[config.mk]
export PLATFORM = sky130hd
export DESIGN_NAME = change_dispenser
export DESIGN_NICKNAME = d
export VERILOG_FILES = /design/src/rtl/change_dispenser_pkg.sv /design/src/rtl/change_dispenser_coin_hopper_cnt.sv /design/src/rtl/change_dispenser.sv
export SDC_FILE = /design/constraint.sdc
export NUM_CORES = 1
export LEC_CHECK = 0
export CORE_UTILIZATION = 40
export DETAILED_ROUTE_END_ITERATION = 7
export SYNTH_ARGS = -nofsm -noshare
export SYNTH_HDL_FRONTEND = slang
export SYNTH_SLANG_ARGS = --single-unit
[constraint.sdc]
create_clock -name clk -period 4.95 [get_ports clk]
set_input_delay 0.7425 -clock clk [delete_from_list [all_inputs] [get_ports clk]]
set_output_delay 0.7425 -clock clk [all_outputs]
set_load 0.02 [all_outputs]
[src/rtl/change_dispenser_pkg.sv]
// Shared definitions for the change dispenser: FSM state encoding, coin values
// and the change-amount width shared with the cola controller's out_m.
package change_dispenser_pkg;

  localparam int CD_W_M = 5;
  localparam int CNT_W  = 8;

  // Coin values in half-units
  localparam int ONE  = 2;
  localparam int HALF = 1;

  typedef enum logic [1:0] {
    IDLE     = 2'd0,
    ISSUE    = 2'd1,
    WAIT_ACK = 2'd2,
    DONE     = 2'd3
  } cd_state_e;

  typedef enum logic {
    SEL_ONE  = 1'b0,
    SEL_HALF = 1'b1
  } coin_sel_e;

endpackage

[src/rtl/change_dispenser_coin_hopper_cnt.sv]
// Loadable saturating down-counter tracking the coins left in one hopper tube.
module coin_hopper_cnt #(
  parameter int             W    = 8,
  parameter logic [W-1:0]   INIT = '0
) (
  input  logic         clk,
  input  logic         rst_n,
  input  logic         load,
  input  logic         dec,
  output logic [W-1:0] count
);

  always_ff @(posedge clk or negedge rst_n) begin
    if (!rst_n) begin
      count <= INIT;
    end else if (load) begin
      count <= INIT;
    end else if (dec && (count != '0)) begin
      count <= count - 1'b1;
    end
  end

endmodule

[src/rtl/change_dispenser.sv]
// Pays out a change amount as single coin-eject pulses with per-coin hopper ack.
// Optional JAM_TIMEOUT_EN adds an ack timeout that raises a sticky jam fault.
module change_dispenser
  import change_dispenser_pkg::*;
#(
  parameter int W_M    = CD_W_M,
  parameter int N_ONE  = 15,
  parameter int N_HALF = 15,
  parameter int ACK_TO = 50
) (
  input  logic           clk,
  input  logic           rst_n,
  input  logic           chg_valid,
  input  logic [W_M-1:0] chg_m,
  output logic           chg_ready,
  input  logic           coin_ack,
  input  logic           refill,
  output logic           coin_one,
  output logic           coin_half,
  output logic           busy,
  output logic           done,
  output logic           short,
  output logic [W_M-1:0] owed,
  output logic           jam
);

  // state    | meaning
  // IDLE     | ready for a request; refill honoured here only
  // ISSUE    | pick next coin (1.0 first, then 0.5) or finish
  // WAIT_ACK | eject pulse in first cycle, wait for hopper ack
  // DONE     | one-cycle done pulse with short/owed

  cd_state_e        state, state_nx;
  coin_sel_e        sel, sel_nx;
  logic [W_M-1:0]   rem, rem_nx;
  logic [W_M-1:0]   owed_nx;
  logic             short_nx, done_nx, busy_nx, ready_nx;
  logic             coin_one_nx, coin_half_nx;
  logic             one_dec, half_dec, reload;
  logic             jam_nx;
  logic [CNT_W-1:0] one_cnt, half_cnt;

  coin_hopper_cnt #(.W(CNT_W), .INIT(CNT_W'(N_ONE))) u_one_cnt (
    .clk   (clk),
    .rst_n (rst_n),
    .load  (reload),
    .dec   (one_dec),
    .count (one_cnt)
  );

  coin_hopper_cnt #(.W(CNT_W), .INIT(CNT_W'(N_HALF))) u_half_cnt (
    .clk   (clk),
    .rst_n (rst_n),
    .load  (reload),
    .dec   (half_dec),
    .count (half_cnt)
  );

`ifdef JAM_TIMEOUT_EN
  localparam int TMR_W = $clog2(ACK_TO + 1);
  localparam logic [TMR_W-1:0] TMR_LOAD = TMR_W'(ACK_TO - 1);

  logic             jam_q;
  logic [TMR_W-1:0] tmr, tmr_nx;

  always_ff @(posedge clk or negedge rst_n) begin
    if (!rst_n) begin
      jam_q <= 1'b0;
      tmr   <= '0;
    end else begin
      jam_q <= jam_nx;
      tmr   <= tmr_nx;
    end
  end

  assign jam = jam_q;
`else
  assign jam = 1'b0;
`endif

  always_comb begin
    state_nx     = state;
    sel_nx       = sel;
    rem_nx       = rem;
    short_nx     = short;
    owed_nx      = owed;
    done_nx      = 1'b0;
    coin_one_nx  = 1'b0;
    coin_half_nx = 1'b0;
    one_dec      = 1'b0;
    half_dec     = 1'b0;
    reload       = 1'b0;
`ifdef JAM_TIMEOUT_EN
    jam_nx       = jam_q;
    tmr_nx       = tmr;
`else
    jam_nx       = 1'b0;
`endif

    case (state)
      IDLE: begin
        if (refill) begin
          reload = 1'b1;
          jam_nx = 1'b0;
        end
        if (chg_valid && chg_ready) begin
          rem_nx   = chg_m;
          short_nx = 1'b0;
          owed_nx  = '0;
          state_nx = ISSUE;
        end
      end
      ISSUE: begin
        if ((rem >= W_M'(ONE)) && (one_cnt != '0)) begin
          coin_one_nx = 1'b1;
          sel_nx      = SEL_ONE;
          state_nx    = WAIT_ACK;
`ifdef JAM_TIMEOUT_EN
          tmr_nx      = TMR_LOAD;
`endif
        end else if ((rem != '0) && (half_cnt != '0)) begin
          coin_half_nx = 1'b1;
          sel_nx       = SEL_HALF;
          state_nx     = WAIT_ACK;
`ifdef JAM_TIMEOUT_EN
          tmr_nx       = TMR_LOAD;
`endif
        end else begin
          // rem is either paid off or unpayable with what is left
          done_nx  = 1'b1;
          short_nx = (rem != '0);
          owed_nx  = rem;
          state_nx = DONE;
        end
      end
      WAIT_ACK: begin
        if (coin_ack) begin
          if (sel == SEL_ONE) begin
            rem_nx  = rem - W_M'(ONE);
            one_dec = 1'b1;
          end else begin
            rem_nx   = rem - W_M'(HALF);
            half_dec = 1'b1;
          end
          state_nx = ISSUE;
        end
`ifdef JAM_TIMEOUT_EN
        else if (tmr == '0) begin
          // the ejected coin is treated as not dispensed
          done_nx  = 1'b1;
          short_nx = 1'b1;
          owed_nx  = rem;
          jam_nx   = 1'b1;
          state_nx = DONE;
        end else begin
          tmr_nx = tmr - 1'b1;
        end
`endif
      end
      DONE: begin
        state_nx = IDLE;
      end
      default: begin
        state_nx = IDLE;
      end
    endcase

    busy_nx  = (state_nx == ISSUE) || (state_nx == WAIT_ACK);
    ready_nx = (state_nx == IDLE) && !jam_nx;
  end

  always_ff @(posedge clk or negedge rst_n) begin
    if (!rst_n) begin
      state     <= IDLE;
      sel       <= SEL_ONE;
      rem       <= '0;
      chg_ready <= 1'b1;
      coin_one  <= 1'b0;
      coin_half <= 1'b0;
      busy      <= 1'b0;
      done      <= 1'b0;
      short     <= 1'b0;
      owed      <= '0;
    end else begin
      state     <= state_nx;
      sel       <= sel_nx;
      rem       <= rem_nx;
      chg_ready <= ready_nx;
      coin_one  <= coin_one_nx;
      coin_half <= coin_half_nx;
      busy      <= busy_nx;
      done      <= done_nx;
      short     <= short_nx;
      owed      <= owed_nx;
    end
  end

endmodule

==> reports/metrics.yaml <==
outcome: "finished, violations left"
violations: "DRC"
clk_root_buffer_cell: "clkbuf_8"
rsz0062_at_grt: "false"
rr_startpoint: "u_one_cnt.count[0]"
portBuffers: 20
fin_crit_sh_pct: 45.1
drt_iter0_drc: 46
grt_pass1_wl_mm: 6.77
antenna_found_initial: 0
cp_max_fo: 6
grt.total_usage_pct: 17.3
fin_ws_ns: 2.72
h-tree-depth: 2
worst-r2r-setup-slack_ns: 2.72
cellPowerDensity_mw_per_mm2: 452
viasPerCell: 5.75
grt_start_max_net_pins: 36
detailedPlace.worstSlack_ns: 2.49
hold_depth: 1
min_to: "u_half_cnt.count[5]"
maxSlewViolCount: 0
synth_flop_cell: "dfrtp_1"
ctsHoldBuffers: 0
seqCellArea_sq_um: 887
grt_pass1_vias: 1434
cts_tree: "yes"
ys_seq_elements: 35
p_int_uw: 627
synthArstFlopShare_pct: 100
overflow: 0
seqPwrFrac_pct: 42.3
tns_ns: 0
cts.repair.resized: 0
fin_skew_ns: 0.00717
syn_area_sq_mm: 0.00189
vdd_drop_max_uv: 303
cap_viol_max_count: 0
area_growth_syn_to_layout_pct: 17.2
die_w_um: 70.8
num_rows: 24
criticalPathCategory: "register to register"
p_clk_share_pct: 21.1
clkLatencyLatePin_ns: 0.28
cts_buffer_depth: 2
hold_violations: 0
drtAntennaViolNets: 0
drc: 2
multi_input_area_sq_um: 925
max_freq_mhz: 448
netlist_instances: 180
postCtsSetupRepairBufs: 0
firstDrtPassIters: 6
die_h_um: 70.8
vias: 1461
required_ns: 5.12
reg2reg_depth: 7
comb_power_share_pct: 36.6
worst_slew_pin_slew_ns: 0.552
gp_congestion: 0.824
synth_edf_count: 0
avgRoutedWirePerCell_um: 14.9
leakage_uw: 0.000949
cp.arrival_ns: 2.40
setup_violations: 0
hold_path.class: "register to register"
r2r_end: "busy"
yosysSeqAreaShare_pct: 46.9
synth_fp_nets: 200
p_sw_share_pct: 37.4
worstHoldStart: "u_half_cnt.count[5]"
drive_above_1_share_pct: 13.9
antenna_cells: 0
syn_area_per_cell_sq_um: 10.5
wl_mm: 3.79
initial_core_util_pct: 42.6
yosys.cell_types.count: 53
critPathLaunchType: "register"
nets: 221
cp-end-kind: "register"
path_clk_slew_ns: 0.07
place_hpwl_mm: 2.79
yosys_warnings: 0
relSlewSlack_pct: 62.2
core_sq_mm: 0.00444
fin_crit_ns: 2.23
fillers: 412
ioPinCount: 22
clock_sinks: 35
numCtsBuffers: 5
p_sw_uw: 375
die-area_sq_mm: 0.00501
## worst max-delay path by stage
stage               cells after the start          startpoint                  to  slack, ns
floorplan                               8  u_one_cnt.count[0]                busy       2.87
global placement                        5            coin_ack  u_one_cnt.count[6]       2.55
detailed placement                      5            coin_ack  u_one_cnt.count[6]       2.49
CTS                                     7  u_one_cnt.count[0]                busy       2.73
global route                            7  u_one_cnt.count[0]                busy       2.59
finish                                  7  u_one_cnt.count[0]                busy       2.72
## layer usage
layer / track usage, % / vias to the layer above / wire length (um)
li1: - / 704 / -
met1: 22.1 / 720 / 1800
met2: 27.9 / 32 / 1780
met3: 4.99 / 5 / 156
met4: 6.89 / 0 / 57
met5: 0 / - / 0
## cells in the mapped netlist (2+ instances only)
cell,number,share of area [%]
dfrtp_1,26,34
nor2_1,14,2.8
nand2_1,13,2.6
inv_1,11,2.2
ha_1,10,6.6
dfstp_2,9,13
o21ai_0,7,1.9
a22o_1,6,2.8
a21oi_1,5,1.3
a211oi_1,4,1.6
clkbuf_1,4,0.79
nor2b_1,4,1.3
nor4_1,4,1.3
o211ai_1,4,1.6
o21a_1,3,1.2
o2bb2ai_1,3,1.4
or3_1,3,0.99
or3b_2,3,1.4
or4_1,3,1.2
xnor2_1,3,1.4
xor2_1,3,1.4
a22oi_1,2,0.79
mux2i_1,2,1.1
nand2b_1,2,0.66
o2111ai_1,2,0.93
o311ai_0,2,0.93
o31ai_1,2,0.79
## stage by stage
step,utilization (%),hold WS (ns),std cells,area (sq um),total power [uW]
after floorplan,-,0.441,180,1890,680
final,49.9,0.483,254,2220,1000
after detailed placement,47.8,0.477,246,2130,796
after CTS,49.9,0.487,254,2220,1010
after global placement,47.8,0.459,246,2130,788
after global routing,49.9,0.499,254,2220,1080
## cell usage in the layout (no fill, tap or decap), types with 4 or more instances in the layout
cell type	count
dfrtp_1	26
clkdlybuf4s50_1	20
nor2_1	14
nand2_1	13
inv_1	11
ha_1	10
dfstp_2	9
o21ai_0	7
a22o_1	6
clkbuf_8	6
a21oi_1	5
nor2b_1	4
o211ai_1	4
nor4_1	4
a211oi_1	4
## cells by family after synthesis
logic type               synth area share [%]
AND/OR/NAND/NOR                          17.2
flip-flops                               46.9
adder cells (fa/ha/maj)                  6.61
other                                   0.198
AO/OA/AOI/OAI                            21.0
buffers and inverters                    4.23
XOR/XNOR                                 2.78
multiplexers                             1.06
## flip-flops by register name (all words and copies together) (netlist names)
| name | count |
|---|---|
| u_half_cnt.count | 8 |
| u_one_cnt.count | 8 |
| owed | 5 |
| rem | 5 |
| state | 2 |
| busy | 1 |
| chg_ready | 1 |
| coin_half | 1 |
| coin_one | 1 |
| done | 1 |
| sel | 1 |
| short | 1 |
## critical path, cell delays in order (launching register included)
cell and delay [ns]:
dfstp_2 0.38, inv_1 0.11, ha_1 0.19, or3b_2 0.54, o22ai_1 0.31, nand2_1 0.13
o21a_1 0.19, ha_1 0.26
## final cells by class
class / count / area share [%]
multi-input cells: 127 / 41.7
repair buffers: 21 / 9.37
inverters: 11 / 1.86
well taps: 52 / 2.93
flip-flops and latches: 35 / 40.0
clock inverters: 1 / 0.226
clock buffers: 7 / 3.89
## power by group through the flow
stage | logic (uW) | clock network [uW] | registers [uW]
2_1_floorplan | 253 | 0 | 426
3_3_place_gp | 359 | 0 | 429
3_5_place_dp | 368 | 0 | 428
4_1_cts | 370 | 219 | 424
5_1_grt | 414 | 232 | 435
6_report | 367 | 211 | 424
Note: power is estimated with default switching activity, not from simulation.
